===== config.mk =====
export PLATFORM = sky130hd
export DESIGN_NAME = serial_word_assembler_flat
export DESIGN_NICKNAME = d
export VERILOG_FILES = /design/src/rtl/serial_word_assembler_pkg.sv /design/src/rtl/serial_word_assembler_if.sv /design/src/rtl/serial_word_assembler_word_hold_reg.sv /design/src/rtl/serial_word_assembler.sv /design/src/flat_wrapper.sv
export SDC_FILE = /design/constraint.sdc
export NUM_CORES = 1
export LEC_CHECK = 0
export CAP_MARGIN = 20
export CORE_MARGIN = 5
export CORE_UTILIZATION = 49
export CTS_BUF_LIST = sky130_fd_sc_hd__clkbuf_16
export DETAILED_ROUTE_END_ITERATION = 8
export GPL_ROUTABILITY_DRIVEN = 0
export GPL_TIMING_DRIVEN = 0
export PLACE_DENSITY = 0.8
export SYNTH_ARGS = -nofsm -noshare
export SYNTH_HDL_FRONTEND = slang
export SYNTH_SLANG_ARGS = --single-unit
export TNS_END_PERCENT = 1

===== constraint.sdc =====
create_clock -name clk -period 1.7 [get_ports clk]
set_clock_uncertainty 0.2 [all_clocks]
set_input_delay 0.34 -clock clk [delete_from_list [all_inputs] [get_ports clk]]
set_output_delay 0.34 -clock clk [all_outputs]
set_load 0.05 [all_outputs]

===== src/rtl/serial_word_assembler_pkg.sv =====
// Shared types for the serial word assembler: FSM state encoding and line levels.
package serial_word_pkg;

  typedef enum logic [1:0] {IDLE, DATA, PARITY, STOP} sw_state_t;

  localparam logic START_BIT = 1'b0;
  localparam logic STOP_BIT  = 1'b1;

endpackage


===== src/rtl/serial_word_assembler_if.sv =====
// Serial input plus word valid/ready output bundle; parity_err exists only with PARITY_CHECK_EN.
interface serial_word_assembler_if #(parameter int data_width = 4);

  logic                  bit_en;
  logic                  ser_in;
  logic [data_width-1:0] data_out;
  logic                  data_valid;
  logic                  data_ready;
  logic                  frame_err;
  logic                  overrun;
`ifdef PARITY_CHECK_EN
  logic                  parity_err;

  modport master (output bit_en, ser_in, data_ready,
                  input  data_out, data_valid, frame_err, overrun, parity_err);
  modport slave  (input  bit_en, ser_in, data_ready,
                  output data_out, data_valid, frame_err, overrun, parity_err);
`else
  modport master (output bit_en, ser_in, data_ready,
                  input  data_out, data_valid, frame_err, overrun);
  modport slave  (input  bit_en, ser_in, data_ready,
                  output data_out, data_valid, frame_err, overrun);
`endif

endinterface


===== src/rtl/serial_word_assembler_word_hold_reg.sv =====
// One-entry valid/ready holding register; load visible 1 clk later.
// A load arriving while full and not being drained is dropped and flagged by a 1-cycle overrun pulse.
module word_hold_reg #(
  parameter int data_width = 4
) (
  input  logic                  clk,
  input  logic                  reset,
  input  logic                  load_vld,
  input  logic [data_width-1:0] load_dat,
  output logic [data_width-1:0] out_dat,
  output logic                  out_vld,
  input  logic                  out_rdy,
  output logic                  overrun
);

  logic can_load;

  // Accepting the held word in the same cycle frees the slot for the new one.
  assign can_load = !out_vld || out_rdy;

  always_ff @(posedge clk or negedge reset) begin
    if (!reset) begin
      out_dat <= '0;
      out_vld <= 1'b0;
      overrun <= 1'b0;
    end else begin
      overrun <= 1'b0;
      if (load_vld) begin
        if (can_load) begin
          out_dat <= load_dat;
          out_vld <= 1'b1;
        end else begin
          overrun <= 1'b1;
        end
      end else if (out_vld && out_rdy) begin
        out_vld <= 1'b0;
      end
    end
  end

endmodule


===== src/rtl/serial_word_assembler.sv =====
// Async-framed serial-to-parallel word assembler; word appears 1 clk after the stop sample.
// Optional even-parity check under PARITY_CHECK_EN; output held in word_hold_reg (drops on overrun).
module serial_word_assembler
  import serial_word_pkg::*;
#(
  parameter int data_width = 4,
  parameter int idx_width  = 2
) (
  input  logic                    clk,
  input  logic                    reset,
  serial_word_assembler_if.slave  bus
);

  sw_state_t             state, state_nxt;
  logic [idx_width-1:0]  idx;
  logic [data_width-1:0] shreg;
  logic                  sample_data;
  logic                  word_done;
  logic                  frame_bad;
  logic                  load_vld;
  logic                  frame_err_q;

  always_ff @(posedge clk or negedge reset) begin
    if (!reset) state <= IDLE;
    else        state <= state_nxt;
  end

  always_comb begin
    state_nxt   = state;
    sample_data = 1'b0;
    word_done   = 1'b0;
    frame_bad   = 1'b0;
    if (bus.bit_en) begin
      case (state)
        IDLE: if (bus.ser_in == START_BIT) state_nxt = DATA;
        DATA: begin
          sample_data = 1'b1;
          if (idx == idx_width'(data_width - 1)) begin
`ifdef PARITY_CHECK_EN
            state_nxt = PARITY;
`else
            state_nxt = STOP;
`endif
          end
        end
        PARITY: state_nxt = STOP;
        STOP: begin
          state_nxt = IDLE;
          if (bus.ser_in == STOP_BIT) word_done = 1'b1;
          else                        frame_bad = 1'b1;
        end
        default: state_nxt = IDLE;
      endcase
    end
  end

  always_ff @(posedge clk or negedge reset) begin
    if (!reset) begin
      idx   <= '0;
      shreg <= '0;
    end else if (sample_data) begin
      shreg[idx] <= bus.ser_in;
      idx        <= idx + 1'b1;
    end else if (state == IDLE) begin
      idx <= '0;
    end
  end

`ifdef PARITY_CHECK_EN
  logic par_bit;
  logic parity_bad;
  logic parity_err_q;

  // Even parity: data bits plus parity bit must XOR to zero.
  assign parity_bad = word_done && (^{shreg, par_bit});
  assign load_vld   = word_done && !parity_bad;

  always_ff @(posedge clk or negedge reset) begin
    if (!reset) begin
      par_bit      <= 1'b0;
      parity_err_q <= 1'b0;
    end else begin
      parity_err_q <= parity_bad;
      if (bus.bit_en && state == PARITY) par_bit <= bus.ser_in;
    end
  end

  assign bus.parity_err = parity_err_q;
`else
  assign load_vld = word_done;
`endif

  always_ff @(posedge clk or negedge reset) begin
    if (!reset) frame_err_q <= 1'b0;
    else        frame_err_q <= frame_bad;
  end

  assign bus.frame_err = frame_err_q;

  word_hold_reg #(.data_width(data_width)) u_hold (
    .clk      (clk),
    .reset    (reset),
    .load_vld (load_vld),
    .load_dat (shreg),
    .out_dat  (bus.data_out),
    .out_vld  (bus.data_valid),
    .out_rdy  (bus.data_ready),
    .overrun  (bus.overrun)
  );

endmodule


===== src/flat_wrapper.sv =====
// flat-port wrapper written by rule: the top's interface ports become plain ports
module serial_word_assembler_flat import serial_word_pkg::*;
#(
  parameter int data_width = 4,
  parameter int idx_width  = 2
)
  (clk, reset, bus_bit_en, bus_ser_in, bus_data_ready, bus_data_out, bus_data_valid, bus_frame_err, bus_overrun);
  serial_word_assembler_if #(.data_width(data_width)) bus_i ();
  input  logic clk;
  input  logic reset;
  input wire logic [$bits(bus_i.bit_en)-1:0] bus_bit_en;
  input wire logic [$bits(bus_i.ser_in)-1:0] bus_ser_in;
  input wire logic [$bits(bus_i.data_ready)-1:0] bus_data_ready;
  output wire logic [$bits(bus_i.data_out)-1:0] bus_data_out;
  output wire logic [$bits(bus_i.data_valid)-1:0] bus_data_valid;
  output wire logic [$bits(bus_i.frame_err)-1:0] bus_frame_err;
  output wire logic [$bits(bus_i.overrun)-1:0] bus_overrun;
  assign bus_i.bit_en = bus_bit_en;
  assign bus_i.ser_in = bus_ser_in;
  assign bus_i.data_ready = bus_data_ready;
  assign bus_data_out = bus_i.data_out;
  assign bus_data_valid = bus_i.data_valid;
  assign bus_frame_err = bus_i.frame_err;
  assign bus_overrun = bus_i.overrun;
  serial_word_assembler #(.data_width(data_width), .idx_width(idx_width)) u_core (.clk(clk), .reset(reset), .bus(bus_i));
endmodule

==> reports/metrics.cfg <==
[clocking]
cts_sinks = 15
cts_buffers = 3
cts_hold_buf = 0
htreeDepth = 1
clockBufferDepth = 2
clkSlewWorstSetupHoldPaths_ns = 0.05
clkLatencyLatePin_ns = 0.24
cts_tree = built
cts_root_buffer = clkbuf_16

[cells_and_area]
final_common_cell = dfrtp_1
layout_common_cells = 15 x dfrtp_1, 9 x nand2_1, 8 x dlygate4sd2_1, 7 x mux2_2, 6 x ha_1
fillers = 97
drive_gt1_share_pct = 20.8
regArea_sq_um = 375
final_util_pct = 68.4
multi_input_area_sq_um = 309
nets = 85
syn_to_final_growth_pct = 29.7
diodes = 0

[grt]
grt_pass1_vias = 453
overflow = 0
antenna_found_initial = 0
grtUsageTotal_pct = 13.0
grt_pass1_wl_mm = 1.95
grt_max_degree = 16

[placement]
pre_cts_slack_ns = -0.349
place_hpwl_um = 818
place.port_buffers = 11

[power]
power.leakage_nw = 0.469
p_per_area_nw_per_um2 = 1860
finalPower_mw = 1.70
ir_drop_v = 0.000970

[die]
die_h_um = 47.9
dieArea_sq_um = 2290
die_x_um = 47.9
io_pins = 12
initial_core_util_pct = 52.7
core_area_sq_um = 1330
rows = 13

[critical_path]
crit_buf_inv = 1
crit_fanout = 2
worst_ep_arrival_time_ns = 1.12
critPathLaunchType = register
crit_chain = dlygate4sd2_1
regToRegStartpoint = u_core.state[1]
cp_top_family = buffers and inverters
cp_slowest_cell = dlygate4sd2_1
crit_type = reg -> out
required_ns = 1.16
crit_start = u_core.u_hold.out_dat[1]
crit_path_max_incr_delay_ns = 0.53
end_kind = output pin

[timing]
setup_tns_ns = 0
setup_violations = 0
slew_headroom_pct = 56.2
worst_slew_pin_slew_ns = 0.654
period_share_pct = 97.6
min_period_ns = 1.66
hold_viol_final = 0
fmax_mhz = 602
rsz0062_at_grt = true
fin_ws_ns = 0.0402
slew_violations = 0

[yosys]
ys_seq_area_share_pct = 53.4
synth_fp_nets = 69
yosys-top-cells-area = dfrtp_1 53%, ha_1 12%, mux2_2 11%
yosysTopAreaCellShare_pct = 53.4
ys_ff_latch = 15
syn_area_sq_um = 703
ys_types = 16
syn_inst = 57
postSynthAreaPerCell_sq_um = 12.3
yosysTopAreaCell = dfrtp_1
synth_warnings = 0

[hold_path]
hold_path_class = in -> reg
hp-start = bus_bit_en

[drt]
wirelength_mm = 1.13
antenna_left = 0
via_per_inst = 4.99
drt_pass1_iterations = 1
vias = 434
drc = 0
drt_iter0_drc = 0
wl_per_cell_um = 13.0

[job]
maxCapViolations = 0

[run_status]
status = completed

[through the flow]
step	instance area (sq um)	hold slack (ns)	std cells
finish	912	0.222	87
global route	912	0.254	87
CTS	907	0.292	87
detailed placement	832	0.278	83
global placement	832	0.272	83
floorplan	703	-0.156	57
[logic make-up (layout without fill, tap and decap cells)]
| group | after synthesis | count (layout) | share of synthesized area, % |
|---|---|---|---|
| simple gates | 18 | 18 | 12.8 |
| flops | 15 | 15 | 53.4 |
| mux | 10 | 10 | 15.8 |
| fa+ha+maj | 7 | 7 | 12.5 |
| buf+inv | 5 | 20 | 3.74 |
| compound gates | 2 | 2 | 1.78 |
[registers in the layout, indices dropped and copies added, names as in the netlist]
name,count
u_core.state,2
u_core.shreg,4
u_core.idx,2
u_core.bus.frame_err,1
u_core.u_hold.out_dat,4
u_core.u_hold.out_vld,1
u_core.u_hold.overrun,1
[layout make-up]
class | count | area share, %
multi-input combinational | 37 | 33.9
clock buffer | 3 | 8.23
tap | 15 | 2.06
inverter | 4 | 1.65
timing repair buffer | 11 | 11.2
buffer | 1 | 1.23
clock inverter | 1 | 0.549
sequential | 15 | 41.2
[Yosys cell counts]
master / n
nor2b_4: 1
nand2b_1: 2
ha_1: 7
nand3_1: 2
inv_1: 4
o31ai_1: 1
buf_6: 1
and2_1: 1
o21ai_0: 1
nand2_1: 9
mux2_2: 7
mux2i_1: 1
dfrtp_1: 15
nor2_1: 2
mux2_1: 2
or3_1: 1
[power breakdown]
group          internal [mW]  total (mW)  leakage, nW  switching (mW)
Clock                  0.314       0.453       0.0409           0.139
Combinational          0.260       0.660        0.240           0.400
Sequential             0.504       0.587        0.188          0.0831
Total                   1.08        1.70        0.469           0.623
[tightest hold or removal path, delay by kind of cell]
kind,cells,cell delay (ns)
buffers and inverters,1,0.18
AND/OR/NAND/NOR,2,0.11
[metal layers]
layer	global-route usage [%]	part of all wire [%]	vias up
li1	-	-	220
met1	14.1	44	202
met2	21.6	48	8
met3	3.38	4.6	4
met4	9.68	3.2	0
met5	0	0	-
[path summary, 6_finish.rpt]
| kind | end | slack [ns] | depth (start not counted) |
|---|---|---|---|
| max | bus_data_out[1] | 0.04 | 1 |
| min | u_core.bus.frame_err | 0.22 | 3 |
| max reg2reg | u_core.shreg[2] | 0.09 | 6 |
| min reg2reg | u_core.shreg[1] | 0.29 | 1 |
| max in group asynchronous | u_core.state[1] | 0.58 | 1 |
| min in group asynchronous | u_core.idx[1] | 0.30 | 1 |
[what timing repair did]
item / in CTS / in global routing
buffers inserted: 0 / 0
endpoints found under the hold margin: 0 / 0
gates resized for setup: 9 / 2
setup endpoints to repair: 11 / 8
Note: power is estimated with default switching activity, not from simulation.
